File: src/rtl/branch_resolve_queue_if.sv
// Handshake and result bundle between fetch/execute and the branch resolve queue.
// The slave side is the queue itself.
interface branch_resolve_queue_if #(
    parameter int DEPTH      = 4,
    parameter int ADDR_WIDTH = 16
);
    localparam int CW = $clog2(DEPTH + 1);

    logic                  push_valid_i;
    logic                  push_ready_o;
    logic                  push_pred_taken_i;
    logic [ADDR_WIDTH-1:0] push_alt_pc_i;
    logic                  resolve_valid_i;
    logic                  resolve_taken_i;
    logic                  bpu_cond_jump_o;
    logic                  bpu_shouldnt_jump_o;
    logic                  redirect_valid_o;
    logic [ADDR_WIDTH-1:0] redirect_pc_o;
    logic [CW-1:0]         count_o;
    logic                  underflow_err_o;

    modport slave (
        input  push_valid_i, push_pred_taken_i, push_alt_pc_i,
        input  resolve_valid_i, resolve_taken_i,
        output push_ready_o, bpu_cond_jump_o, bpu_shouldnt_jump_o,
        output redirect_valid_o, redirect_pc_o, count_o, underflow_err_o
    );

    modport master (
        output push_valid_i, push_pred_taken_i, push_alt_pc_i,
        output resolve_valid_i, resolve_taken_i,
        input  push_ready_o, bpu_cond_jump_o, bpu_shouldnt_jump_o,
        input  redirect_valid_o, redirect_pc_o, count_o, underflow_err_o
    );
endinterface

File: src/rtl/branch_resolve_queue.sv
// In-order queue of predicted conditional branches; resolves the head against the
// actual outcome, pulses the L1 predictor update and redirects fetch on a mispredict.
module branch_resolve_queue #(
    parameter int DEPTH      = 4,
    parameter int ADDR_WIDTH = 16
) (
    input  logic                   clk_i,
    input  logic                   srst_i,
    branch_resolve_queue_if.slave  bus
);
    localparam int CW = $clog2(DEPTH + 1);
    localparam int PW = $clog2(DEPTH);

    typedef enum logic {RUN, FLUSH} state_t;

    state_t                state, state_nxt;
    logic [PW-1:0]         wr_ptr, rd_ptr;
    logic [CW-1:0]         count;
    logic                  mem_pred [DEPTH];
    logic [ADDR_WIDTH-1:0] mem_alt  [DEPTH];

    logic push_ready, push_acc, pop_acc, under_hit, mispredict;

    always_comb begin
        state_nxt  = state;
        push_ready = (state == RUN) && (count != CW'(DEPTH));
        push_acc   = bus.push_valid_i && push_ready;
        pop_acc    = bus.resolve_valid_i && (state == RUN) && (count != '0);
        under_hit  = bus.resolve_valid_i && (state == RUN) && (count == '0);
        mispredict = pop_acc && (mem_pred[rd_ptr] ^ bus.resolve_taken_i);
        case (state)
            RUN:     if (mispredict) state_nxt = FLUSH;
            FLUSH:   state_nxt = RUN;
            default: state_nxt = RUN;
        endcase
    end

    always_ff @(posedge clk_i) begin
        if (srst_i) state <= RUN;
        else        state <= state_nxt;
    end

    // A mispredict squashes every younger entry, including a same-cycle push.
    always_ff @(posedge clk_i) begin
        if (srst_i) begin
            wr_ptr <= '0;
            rd_ptr <= '0;
            count  <= '0;
        end else if (mispredict) begin
            wr_ptr <= '0;
            rd_ptr <= '0;
            count  <= '0;
        end else begin
            if (push_acc) wr_ptr <= wr_ptr + 1'b1;
            if (pop_acc)  rd_ptr <= rd_ptr + 1'b1;
            count <= count + CW'(push_acc) - CW'(pop_acc);
        end
    end

    always_ff @(posedge clk_i) begin
        if (push_acc && !mispredict) begin
            mem_pred[wr_ptr] <= bus.push_pred_taken_i;
            mem_alt[wr_ptr]  <= bus.push_alt_pc_i;
        end
    end

    always_ff @(posedge clk_i) begin
        if (srst_i) begin
            bus.bpu_cond_jump_o     <= 1'b0;
            bus.bpu_shouldnt_jump_o <= 1'b0;
            bus.redirect_valid_o    <= 1'b0;
            bus.redirect_pc_o       <= '0;
            bus.underflow_err_o     <= 1'b0;
        end else begin
            bus.bpu_cond_jump_o     <= pop_acc;
            bus.bpu_shouldnt_jump_o <= mispredict;
            bus.redirect_valid_o    <= mispredict;
            if (mispredict) bus.redirect_pc_o <= mem_alt[rd_ptr];
            if (under_hit)  bus.underflow_err_o <= 1'b1;
        end
    end

    assign bus.push_ready_o = push_ready;
    assign bus.count_o      = count;
endmodule

File: src/flat_wrapper.sv
// flat-port wrapper written by rule: the top's interface ports become plain ports
module branch_resolve_queue_flat 
#(
    parameter int DEPTH      = 4,
    parameter int ADDR_WIDTH = 16
)
  (clk_i, srst_i, bus_push_valid_i, bus_push_pred_taken_i, bus_push_alt_pc_i, bus_resolve_valid_i, bus_resolve_taken_i, bus_push_ready_o, bus_bpu_cond_jump_o, bus_bpu_shouldnt_jump_o, bus_redirect_valid_o, bus_redirect_pc_o, bus_count_o, bus_underflow_err_o);
  branch_resolve_queue_if #(.DEPTH(DEPTH), .ADDR_WIDTH(ADDR_WIDTH)) bus_i ();
  input  logic clk_i;
  input  logic srst_i;
  input wire logic [$bits(bus_i.push_valid_i)-1:0] bus_push_valid_i;
  input wire logic [$bits(bus_i.push_pred_taken_i)-1:0] bus_push_pred_taken_i;
  input wire logic [$bits(bus_i.push_alt_pc_i)-1:0] bus_push_alt_pc_i;
  input wire logic [$bits(bus_i.resolve_valid_i)-1:0] bus_resolve_valid_i;
  input wire logic [$bits(bus_i.resolve_taken_i)-1:0] bus_resolve_taken_i;
  output wire logic [$bits(bus_i.push_ready_o)-1:0] bus_push_ready_o;
  output wire logic [$bits(bus_i.bpu_cond_jump_o)-1:0] bus_bpu_cond_jump_o;
  output wire logic [$bits(bus_i.bpu_shouldnt_jump_o)-1:0] bus_bpu_shouldnt_jump_o;
  output wire logic [$bits(bus_i.redirect_valid_o)-1:0] bus_redirect_valid_o;
  output wire logic [$bits(bus_i.redirect_pc_o)-1:0] bus_redirect_pc_o;
  output wire logic [$bits(bus_i.count_o)-1:0] bus_count_o;
  output wire logic [$bits(bus_i.underflow_err_o)-1:0] bus_underflow_err_o;
  assign bus_i.push_valid_i = bus_push_valid_i;
  assign bus_i.push_pred_taken_i = bus_push_pred_taken_i;
  assign bus_i.push_alt_pc_i = bus_push_alt_pc_i;
  assign bus_i.resolve_valid_i = bus_resolve_valid_i;
  assign bus_i.resolve_taken_i = bus_resolve_taken_i;
  assign bus_push_ready_o = bus_i.push_ready_o;
  assign bus_bpu_cond_jump_o = bus_i.bpu_cond_jump_o;
  assign bus_bpu_shouldnt_jump_o = bus_i.bpu_shouldnt_jump_o;
  assign bus_redirect_valid_o = bus_i.redirect_valid_o;
  assign bus_redirect_pc_o = bus_i.redirect_pc_o;
  assign bus_count_o = bus_i.count_o;
  assign bus_underflow_err_o = bus_i.underflow_err_o;
  branch_resolve_queue #(.DEPTH(DEPTH), .ADDR_WIDTH(ADDR_WIDTH)) u_core (.clk_i(clk_i), .srst_i(srst_i), .bus(bus_i));
endmodule
File: config.mk
export PLATFORM = sky130hd
export DESIGN_NAME = branch_resolve_queue_flat
export DESIGN_NICKNAME = d
export VERILOG_FILES = /design/src/rtl/branch_resolve_queue_if.sv /design/src/rtl/branch_resolve_queue.sv /design/src/flat_wrapper.sv
export SDC_FILE = /design/constraint.sdc
export NUM_CORES = 1
export LEC_CHECK = 0
export CAP_MARGIN = 10
export CELL_PAD_IN_SITES_DETAIL_PLACEMENT = 1
export CELL_PAD_IN_SITES_GLOBAL_PLACEMENT = 1
export CORE_UTILIZATION = 31
export CTS_CLUSTER_DIAMETER = 100
export DETAILED_ROUTE_END_ITERATION = 10
export PLACE_DENSITY = 0.65
export SYNTH_ARGS = -nofsm -noshare
export SYNTH_HDL_FRONTEND = slang
export SYNTH_SLANG_ARGS = --single-unit
File: constraint.sdc
create_clock -name clk_i -period 4.1 [get_ports clk_i]
set_clock_uncertainty 0.05 [all_clocks]
set_input_delay 0.615 -clock clk_i [delete_from_list [all_inputs] [get_ports clk_i]]
set_output_delay 0.615 -clock clk_i [all_outputs]
set_load 0.005 [all_outputs]
# Yosys cells after proc, flatten, opt, wreduce, memory -nomap -nowiden

Memory sizes are Yosys's and may differ from the RTL's. A register that Yosys moved wholly into a read port is not among the register bits.
Cells that the tools add are included.

Register bits: 11
RAM bits: 68
Input port bits: 22
Output and inout port bits: 24
Word-level logic and storage cells: 33
Memories kept: 2

Memories:

| name            | depth | width | rd ports | clocked after memory_dff | wr ports | RTL line                   | RTL |
|---|---|---|---|---|---|---|---|
| u_core.mem_alt  | 4     | 16    | 1        | 1                        | 1        | branch_resolve_queue.sv:20 | `logic [ADDR_WIDTH-1:0] mem_alt [DEPTH];` |
| u_core.mem_pred | 4     | 1     | 1        | 1                        | 1        | branch_resolve_queue.sv:19 | `logic mem_pred [DEPTH];` |

Add/subtract/negate cells: 4
Equal/unequal tests: 1
Multiplexer cells: 6
Bitwise operators: 2
Reduce and logical (&&, ||, !) cells: 11

Operator list:

| kind                                         | count |
|---|---|
| logical AND 1 bit                            | 7 |
| adder 2 x 1 -> 2 bit, second input constant  | 2 |
| 2-to-1 mux 2 bit                             | 2 |
| adder 3 x 1 -> 3 bit                         | 1 |
| logical NOT 3 bit                            | 1 |
| 2-to-1 mux 1 bit                             | 3 |
| inequality test 3 bit, second input constant | 1 |
| nonzero test 3 bit                           | 1 |
| subtractor 3 x 1 -> 3 bit                    | 1 |
| case mux 1 bit (2 select lines)              | 1 |
| OR reduction 2 bit                           | 1 |
| logical NOT 1 bit                            | 1 |
| inverter 1 bit                               | 1 |
| XOR 1 bit                                    | 1 |

# Depth between registers and ports, before layout

Gate-level depths: netlist of run 1.

Depth after elaboration: 8
Mapped depth: 11
Gate-level depth less buffers: 11

# Least setup slack after synthesis of run 1

No wires, ideal clock.

Path type: input to register
Start: in bus_resolve_valid_i
End: reg u_core.count[2] (netlist: u_core.bus.count_o[2])
Setup time: 0.130 ns
Arrival: 2.216 ns
Data required time: 3.920 ns
Path slack: 1.703 ns
Cell stages on the path: 11
Path buffers: 0
Cell sequence: nor2b_1 nand2_1 inv_1 ha_1 inv_1 ha_1 inv_1 fa_1 xor2_1 xnor2_1 nor2_1

Cells in the longest elaborated chain, start to end: 4
Elaborated cells between the ends (all ways): 5
Classes of those cells: add/sub: 1; reduce/logical: 4

RTL lines:

| what                                                              | RTL line                   | RTL |
|---|---|---|
| start, declared                                                   | flat_wrapper.sv:14         | `input wire logic [$bits(bus_i.resolve_valid_i)-1:0] bus_resolve_valid_i;` |
| logical AND 1 bit * (2 in series)                                 | branch_resolve_queue.sv:28 | `pop_acc = bus.resolve_valid_i && (state == RUN) && (count != '0);` |
| named net u_core.pop_acc                                          | branch_resolve_queue.sv:22 | `logic push_ready, push_acc, pop_acc, under_hit, mispredict;` |
| branches (longest 2 deep; another with subtractor 3 x 1 -> 3 bit) | -                          |  |
| end signal, assigned                                              | branch_resolve_queue.sv:56 | `count <= count + CW'(push_acc) - CW'(pop_acc);` |
| end, declared                                                     | branch_resolve_queue.sv:18 | `logic [CW-1:0] count;` |

Mark *: on every way through the listed nets, which the timed path passes.
A chain may end at the register's enable or synchronous reset.

# Final worst setup path of run 1

Ends and elaborated chain as after synthesis.

==> results.toml, run 1 <==
[status]
status = "finished, final reports clean"

[synth]
synth_top_area_share_pct = 57.26
yosysTopAreaCell = "edfxtp_1"
syn_avg_cell_area_um2 = 19.07
synth_most_common_cell = "edfxtp_1"
yosysUniqueCellTypes = 32
async_flop_share_pct = 0
synth_edf_count = 68
syn_inst = 187
yosysSeqAreaShare_pct = 73.54
yosysWarningCount = 0
ys_ff_latch = 97
synth_fp_nets = 216
synthesis.area_mm2 = 0.003566
synth.cells.most_frequent = "68 x edfxtp_1, 29 x dfxtp_1, 17 x mux4_2"
synth_area_leaders = "edfxtp_1 57%, dfxtp_1 16%, mux4_2 11%, a22o_2 2.5%, ha_1 2.1%"
synth_ff_type = "edfxtp_1"

[drt]
top_layer_used = "met4"
viasPerCell = 4.668
drt_pass1_iterations = 4
met1Wirelength_um = 3038
num_vias = 1802
drtIter0Drc = 53
dr_wl_met2_um = 3410
met3_length_um = 195
ant_nets = 0
routed_wirelength_um = 6684
drc = 0
routedWlPerCell_um = 17.32

[power]
clkPwrFrac_pct = 30.1
power.switching_uw = 715.6
peakVddDrop_v = 0.0002770
p_int_uw = 2105
p_per_area_mw_per_mm2 = 629.2
swShare_pct = 25.37
comb_power_share_pct = 23.5
p_leak_uw = 0.001529
seq_power_share_pct = 46.5

[floorplan]
die_w_um = 109.3
coreArea_mm2 = 0.01103
rows = 38
io_pins = 46
start_util_pct = 32.33
die_h_um = 109.3
die_area_mm2 = 0.01194

[timing]
slew_headroom_pct = 35.49
worstMarginPinSlew_ns = 0.9663
whs_ns = 0.4339
postLayoutSetupSlackWorst_ns = 1.365
fin_crit_sh_pct = 66.71
rsz0062_at_grt = "no"
min_period_ns = 2.735
finalHoldViolations = 0
setup_violations = 0
tns_ns = 0
max_clock_freq_mhz = 365.6
finalMaxSlewViolations = 0

[setup_path]
end_kind = "flop"
crit_path_max_fanout = 6
slowest_stage = "clkdlybuf4s50_1"
crit_top_cell = "inv_1"
worstPathCellList = "clkdlybuf4s50_1 > nor2b_1 > nand2_1 > inv_1 > ha_1 > inv_1 > ha_1 > inv_1 > fa_1 > xor2_1 > xnor2_1 > nor2_1"
cp.arrival_ns = 2.88
critical_path.max_stage_delay_ns = 0.44
start_kind = "input port"
criticalPathCategory = "input port to flop"
worstPathRequired_ns = 4.25

[global_routing]
grt_pass1_vias = 1918
overflow = 0
grt_max_degree = 19
antenna_found_initial = 0
grt_usage_pct = 12.32
grt_pass1_wl_um = 10380

[layout]
drive_gt1_share_pct = 19.92
syn2layout_area_growth_pct = 25.68
finish.net_count = 270
n_antenna_cell = 0

[clock_network]
clk_path_buf_depth = 2
htree_levels = 3
root_buffer = "clkbuf_16"
insertion_delay_ns = 0.33
ctsResizeCount = 0
cts_buffers = 9
ctsHoldBuffers = 0
cts_tree = "done"
clock-sinks = 97
cts_setup_buffers = 0
clk_pin_slew_ns = 0.06

[placed_design]
io_buffers = 45
dpl_worst_slack_ns = 1.013
dp.final_hpwl_um = 4060
gp_congestion = 0.6740

[hold_path]
hp-class = "flop to flop"

[flow_run]
maxCapViolCount = 0
-- sequential cells by signal, indices dropped and copies added (netlist names), named ones only --
name / cells
u_core.bus.underflow_err_o: 1
u_core.state: 1
u_core.rd_ptr: 2
u_core.mem_pred: 4
u_core.wr_ptr: 2
u_core.mem_alt: 64
u_core.bus.bpu_cond_jump_o: 1
u_core.bus.count_o: 3
u_core.bus.bpu_shouldnt_jump_o: 1
u_core.bus.redirect_pc_o: 16
-- power by group through the flow --
| stage | clock (uW) | sequential, uW | combinational, uW |
|---|---|---|---|
| finish | 848 | 1310 | 662 |
| global route | 906 | 1330 | 736 |
| CTS | 874 | 1310 | 682 |
| detailed placement | 0 | 1330 | 679 |
| global placement | 0 | 1330 | 670 |
| floorplan | 0 | 1310 | 437 |
-- final cells by class --
type	count	area, um^2
Clock buffer	12	257.7
Clock inverter	4	51.30
Fill cell	1110	6549
Inverter	7	26.28
Multi-Input combinational cell	75	853.3
Sequential cell	97	2623
Tap cell	140	175.2
Timing Repair Buffer	51	495.5
-- layout by cell type, fill, tap and decap left out, drive strengths merged, types with 2 or more instances in the layout --
cell type and count:
ha 6, edfxtp 68, and3 4, dfxtp 29
a22o 16, nor3 3, nor3b 2, clkinv 2
xor2 2, clkbuf 12, xnor2 4, mux4 17
nor2 10, buf 6, inv 7, clkdlybuf4s50 45
-- stage by stage --
stage                     area [um^2]  util (%)  power (uW)  instances
after floorplan                  3566         -        1747        187
after global placement           4173     37.83        1997        370
after detailed placement         4173     37.83        2013        370
after CTS                        4482     40.63        2871        386
after global routing             4482     40.63        2973        386
final                            4482     40.63        2820        386
-- per-layer routing --
layer | vias to the layer above | global-route usage, %
li1 | 831 | -
met5 | - | 0
met1 | 939 | 15.05
met3 | 2 | 3.527
met2 | 30 | 20.80
met4 | 0 | 4.286
-- cell families after synthesis --
kind of cell / count (synthesis) / share of synthesized area (%)
simple gates: 25 / 3.825
fa+ha+maj: 7 / 2.667
flops: 97 / 73.54
mux: 18 / 11.02
buf+inv: 15 / 2.526
xor+xnor: 6 / 1.685
compound gates: 19 / 4.737
-- worst max-delay path: cells and delay by family --
family        cells  cell delay [ns]
simple gates      3             0.50
xor+xnor          2             0.33
buf+inv           4             0.71
fa+ha+maj         3             0.73
-- path summary, 6_finish.rpt --
kind	startpoint	end	slack (ns)	cells past startpoint
min	u_core.bus.underflow_err_o$_SDFFE_PP0P_	u_core.bus.underflow_err_o$_SDFFE_PP0P_	0.43	2
min reg2reg	u_core.bus.underflow_err_o$_SDFFE_PP0P_	u_core.bus.underflow_err_o$_SDFFE_PP0P_	0.43	2
max	bus_resolve_valid_i	u_core.bus.count_o[2]$_SDFF_PP0_	1.37	12
max reg2reg	u_core.bus.count_o[1]$_SDFF_PP0_	u_core.bus.count_o[2]$_SDFF_PP0_	1.57	11
No activity file was read; power rests on OpenSTA's default activity.
==> run 2: changes to the inputs <==
--- a/config.mk
+++ b/config.mk
@@ -11,7 +11,7 @@
 export CORE_UTILIZATION = 31
 export CTS_CLUSTER_DIAMETER = 100
 export DETAILED_ROUTE_END_ITERATION = 10
-export PLACE_DENSITY = 0.65
+export PLACE_DENSITY = 0.67
 export SYNTH_ARGS = -nofsm -noshare
 export SYNTH_HDL_FRONTEND = slang
 export SYNTH_SLANG_ARGS = --single-unit
==> constraint.sdc (replaced) <==
create_clock -name clk_i -period 2.4 [get_ports clk_i]
set_clock_uncertainty 0.05 [all_clocks]
set_input_delay 0.36 -clock clk_i [delete_from_list [all_inputs] [get_ports clk_i]]
set_output_delay 0.36 -clock clk_i [all_outputs]
set_load 0.005 [all_outputs]
==> run 2 against run 1 <==
Against the previous run:
- total power increased by 78%
- sequential cell count unchanged
- global-route usage increased by 0.86 points
- combinational power increased by 90%
- die area unchanged
- final area increased by 3.2%
- critical path depth decreased by 1
- clock-buffer cell count decreased by 3
- non-clock buffer count increased by 16
- sequential power increased by 71%
- first-iteration DRC count increased by 32%
- cell count increased by 4.1%
- critical path type is now flop to flop
==> results.toml, run 2 (synthesis gave the netlist of run 1 again) <==
[timing]
max_clock_freq_mhz = 441.1
slew_headroom_pct = 72.13
setup_violations = 0
rsz0062_at_grt = "no"
whs_ns = 0.4226
finalHoldViolations = 0
worstMarginPinSlew_ns = 0.4175
finalMaxSlewViolations = 0
fin_crit_sh_pct = 94.46
min_period_ns = 2.267

[setup_path]
worstPathRequired_ns = 2.57
cp.arrival_ns = 2.44
start_kind = "flop"
crit_path_max_fanout = 5
end_kind = "flop"
criticalPathCategory = "flop to flop"

[power]
clkPwrFrac_pct = 30.2
swShare_pct = 25.74
p_per_area_mw_per_mm2 = 1086
p_leak_uw = 0.001613
p_int_uw = 3730
power.switching_uw = 1292
peakVddDrop_v = 0.0004320
comb_power_share_pct = 25.1
seq_power_share_pct = 44.7

[placed_design]
gp_congestion = 0.7028
place_inst = 386
io_buffers = 45
dp.final_hpwl_um = 4713

[drt]
routed_wirelength_um = 6962
routedWlPerCell_um = 17.32
num_vias = 1845
drt_pass1_iterations = 4
drtIter0Drc = 70
drc = 0
viasPerCell = 4.590
ant_nets = 0

[layout]
fill_cells = 1095
drive_gt1_share_pct = 25.95
top_register = "u_core.mem_alt"
largest_register_ffs = 64
syn2layout_area_growth_pct = 29.65
finish.net_count = 286
regArea_mm2 = 0.002623
final_common_cell = "edfxtp_1"
most-common-layout-cells = "68 x edfxtp_1, 45 x clkdlybuf4s50_1, 29 x dfxtp_1"
stdcell_count = 402
n_antenna_cell = 0
post-route-util_pct = 41.91
reg_top3 = "u_core.mem_alt x64, u_core.bus.redirect_pc_o x16, u_core.mem_pred x4"
multi_input_area_um2 = 865.8

[clock_network]
clk_pin_slew_ns = 0.06
cts_buffers = 9
cts_setup_buffers = 0
clock-sinks = 97
insertion_delay_ns = 0.34
clk_path_buf_depth = 2
htree_levels = 3
root_buffer = "clkbuf_16"
cts_tree = "done"

[floorplan]
io_pins = 46
coreArea_mm2 = 0.01103
start_util_pct = 32.33
die_area_mm2 = 0.01194
rows = 38
die_w_um = 109.3
die_h_um = 109.3

[global_routing]
grt_max_degree = 17
use_met1_pct = 15.62
gr-usage-met3_pct = 4.065
grt_pass1_vias = 2020
overflow = 0
grt_pass1_wl_um = 10960
top_usage_layer = "met2"
antenna_found_initial = 0
grt_usage_pct = 13.18
grtUsageMet2_pct = 22.19

[status]
status = "finished, final reports clean"

[hold_path]
hp-class = "flop to flop"

[flow_run]
maxCapViolCount = 0
## run 2: path summary, 6_finish.rpt
path / cells past startpoint / slack [ns] / end / from
worst max register to register: 11 / 0.13 / u_core.bus.count_o[2]$_SDFF_PP0_ / u_core.bus.count_o[0]$_SDFF_PP0_
worst min register to register: 2 / 0.42 / u_core.bus.underflow_err_o$_SDFFE_PP0P_ / u_core.bus.underflow_err_o$_SDFFE_PP0P_
worst min-delay path: 2 / 0.42 / u_core.bus.underflow_err_o$_SDFFE_PP0P_ / u_core.bus.underflow_err_o$_SDFFE_PP0P_
worst max-delay path: 11 / 0.13 / u_core.bus.count_o[2]$_SDFF_PP0_ / u_core.bus.count_o[0]$_SDFF_PP0_
## run 2: power groups by stage
stage                     clock, uW  combinational [uW]  sequential [uW]
after floorplan                   0                 747             2240
after global placement            0                1240             2260
after detailed placement          0                1280             2280
after CTS                      1560                1280             2250
after global routing           1610                1390             2280
final                          1520                1260             2240
## run 2: cell type report
type	count	area share, %
Clock buffer	9	4.871
Tap cell	140	3.789
Inverter	7	0.5683
Sequential cell	97	56.73
Timing Repair Buffer	67	13.32
Multi-Input combinational cell	75	18.73
Clock inverter	7	2.003
## run 2: stage by stage
stage               worst slack, ns  area, um^2  TNS [ns]  total power (uW)
finish                       0.1330        4623         0              5022
global placement           -0.08010        4293  -0.08010              3505
global route               0.001518        4623         0              5283
detailed placement          -0.1641        4293   -0.1641              3558
floorplan                   0.03655        3566         0              2984
CTS                         0.05957        4611         0              5089
## run 2: what timing repair did
action / 4_1_cts / 5_1_grt
hold buffers: 0 / 0
endpoints found under the hold margin: 0 / 0
resized for setup: 0 / 2
endpoints found under the setup margin: 0 / 1
## run 2: layer usage
metal,part of all wire (%),routed length (um),up-vias
met2,50,3501,38
met3,4.3,300,9
li1,-,-,863
met4,1.8,123,0
met5,0,0,-
met1,44,3037,935
## run 2: critical path, cell delays in order (launching register included)
cell     delay (ns)
dfxtp_1        0.35
or3_4          0.35
nand2_1        0.08
inv_1          0.05
ha_1           0.26
inv_1          0.06
ha_1           0.13
inv_1          0.05
fa_1           0.41
xor2_2         0.17
xnor2_1        0.13
nor2_1         0.05
==> run 3: changes to the inputs <==
--- a/config.mk
+++ b/config.mk
@@ -8,10 +8,12 @@
 export CAP_MARGIN = 10
 export CELL_PAD_IN_SITES_DETAIL_PLACEMENT = 1
 export CELL_PAD_IN_SITES_GLOBAL_PLACEMENT = 1
+export CORE_ASPECT_RATIO = 0.7
 export CORE_UTILIZATION = 31
 export CTS_CLUSTER_DIAMETER = 100
 export DETAILED_ROUTE_END_ITERATION = 10
 export PLACE_DENSITY = 0.67
+export SETUP_SLACK_MARGIN = 0.05
 export SYNTH_ARGS = -nofsm -noshare
 export SYNTH_HDL_FRONTEND = slang
 export SYNTH_SLANG_ARGS = --single-unit
==> run 3 against run 2 <==
Against the previous run:
- final area is 1.6% higher
- worst hold slack better by 0.0037 ns
- utilization is 0.44 points higher
- critical path depth stayed put
- critical endpoint unchanged
- largest power group unchanged
- combinational power is 8% higher
- sequential cell count stayed put
==> results.toml, run 3 (synthesis gave the netlist of run 1 again) <==
[setup_path]
regToRegSetupSlack_ns = 0.14
reg2reg_from = "u_core.bus.count_o[0]$_SDFF_PP0_"
criticalPathCategory = "flop to flop"
cp.arrival_ns = 2.42
crit_path_max_fanout = 2
worstPathRequired_ns = 2.56
worstReg2RegEnd = "u_core.bus.count_o[2]$_SDFF_PP0_"
end_kind = "flop"
start_kind = "flop"
r2r_cells = 11

[timing]
setup_violations = 0
finalHoldViolations = 0
rsz0062_at_grt = "no"
max_clock_freq_mhz = 442.8
min_period_ns = 2.258
finalMaxSlewViolations = 0
fin_crit_sh_pct = 94.10
worstMarginPinSlew_ns = 0.5497
slew_headroom_pct = 63.11
whs_ns = 0.4263
tns_ns = 0

[placed_design]
gp_congestion = 0.7096
io_buffers = 45
postPlaceCellArea_mm2 = 0.004362
dp.final_hpwl_um = 4657

[flow_run]
maxCapViolCount = 0

[layout]
design_area_mm2 = 0.004697
finish.net_count = 286
fill_cells = 1095
largest_register_ffs = 64
n_antenna_cell = 0
most-common-layout-cells = "68 x edfxtp_1, 45 x clkdlybuf4s50_1, 28 x dfxtp_1"
final_common_cell = "edfxtp_1"
drive_gt1_share_pct = 29.01
reg_top3 = "u_core.mem_alt x64, u_core.bus.redirect_pc_o x16, u_core.mem_pred x4"
syn2layout_area_growth_pct = 31.72
top_register = "u_core.mem_alt"

[drt]
routed_wirelength_um = 6858
routedWlPerCell_um = 16.53
ant_nets = 0
viasPerCell = 4.427
num_vias = 1837
drtIter0Drc = 81
drc = 0
drt_pass1_iterations = 4

[power]
p_leak_uw = 0.001628
finalPower_uw = 4997
peakVddDrop_v = 0.0005435
p_per_area_mw_per_mm2 = 1064

[clock_network]
clk_path_buf_depth = 2
cts_tree = "done"
insertion_delay_ns = 0.34
cts_buffers = 9
clk_pin_slew_ns = 0.06
clock-sinks = 97
root_buffer = "clkbuf_16"
htree_levels = 3
cts_setup_buffers = 0

[floorplan]
rows = 32
die_w_um = 130.2
die_h_um = 91.74
io_pins = 46
die_area_mm2 = 0.01194
start_util_pct = 32.15
coreArea_mm2 = 0.01109

[global_routing]
grt_pass1_wl_um = 10890
antenna_found_initial = 0
grt_max_degree = 16
overflow = 0
grt_usage_pct = 12.87
grt_pass1_vias = 2028

[hold_path]
hold_start = "u_core.bus.redirect_pc_o[0]$_SDFFE_PP0P_"
hold_path_depth = 1
hp-class = "flop to flop"
min_to = "u_core.bus.redirect_pc_o[0]$_SDFFE_PP0P_"

[status]
status = "finished, final reports clean"
-- run 3: timing repair --
action                     CTS  global route
hold buffers                 0             0
setup endpoints to repair    0             1
gates resized for setup      0            10
-- run 3: worst max path at each step --
stage	start	to	slack, ns
6_report	u_core.bus.count_o[0]$_SDFF_PP0_	u_core.bus.count_o[2]$_SDFF_PP0_	0.14
5_1_grt	u_core.bus.count_o[0]$_SDFF_PP0_	u_core.bus.count_o[2]$_SDFF_PP0_	0.04
4_1_cts	u_core.bus.count_o[2]$_SDFF_PP0_	u_core.bus.count_o[2]$_SDFF_PP0_	0.06
3_5_place_dp	bus_resolve_valid_i	u_core.bus.count_o[2]$_SDFF_PP0_	-0.24
3_3_place_gp	bus_resolve_valid_i	u_core.bus.count_o[2]$_SDFF_PP0_	-0.12
2_1_floorplan	u_core.bus.count_o[1]$_SDFF_PP0_	u_core.bus.count_o[2]$_SDFF_PP0_	0.08
-- run 3: final cells by class --
| class | instances | area, um^2 | share of cell area [%] |
|---|---|---|---|
| inverter | 7 | 26.28 | 0.5594 |
| timing repair buffer | 67 | 665.6 | 14.17 |
| clock buffer | 11 | 242.7 | 5.168 |
| clock inverter | 5 | 53.80 | 1.145 |
| multi-input combinational | 75 | 893.4 | 19.02 |
| tap | 153 | 191.4 | 4.076 |
| sequential | 97 | 2624 | 55.86 |
-- run 3: critical path, stage by stage (launching register included) --
cell and delay, ns:
dfxtp_2 0.32, or3_4 0.40, nand2_4 0.08, inv_2 0.05, ha_4 0.20, inv_1 0.05
ha_2 0.18, inv_2 0.05, fa_2 0.39, xor2_2 0.15, xnor2_1 0.15, nor2_1 0.05
-- run 3: metrics by stage --
stage          std cells  setup slack, ns  utilization [%]
2_1_floorplan        187          0.08231                -
3_3_place_gp         399          -0.1157            39.33
3_5_place_dp         399          -0.2418            39.33
4_1_cts              415          0.06241            42.00
5_1_grt              415          0.03913            42.35
6_report             415           0.1417            42.35
-- run 3: power by group --
part           switching (uW)  total, uW  internal (uW)
registers                 116       2220           2100
clock network             583       1420            834
logic                     588       1360            773
-- run 3: per-layer routing --
layer	wire [um]	track usage [%]	vias to the layer above
li1	-	-	864
met1	3126	15.81	916
met2	3284	20.61	43
met3	320	4.376	14
met4	127	5.426	0
met5	0	0	-
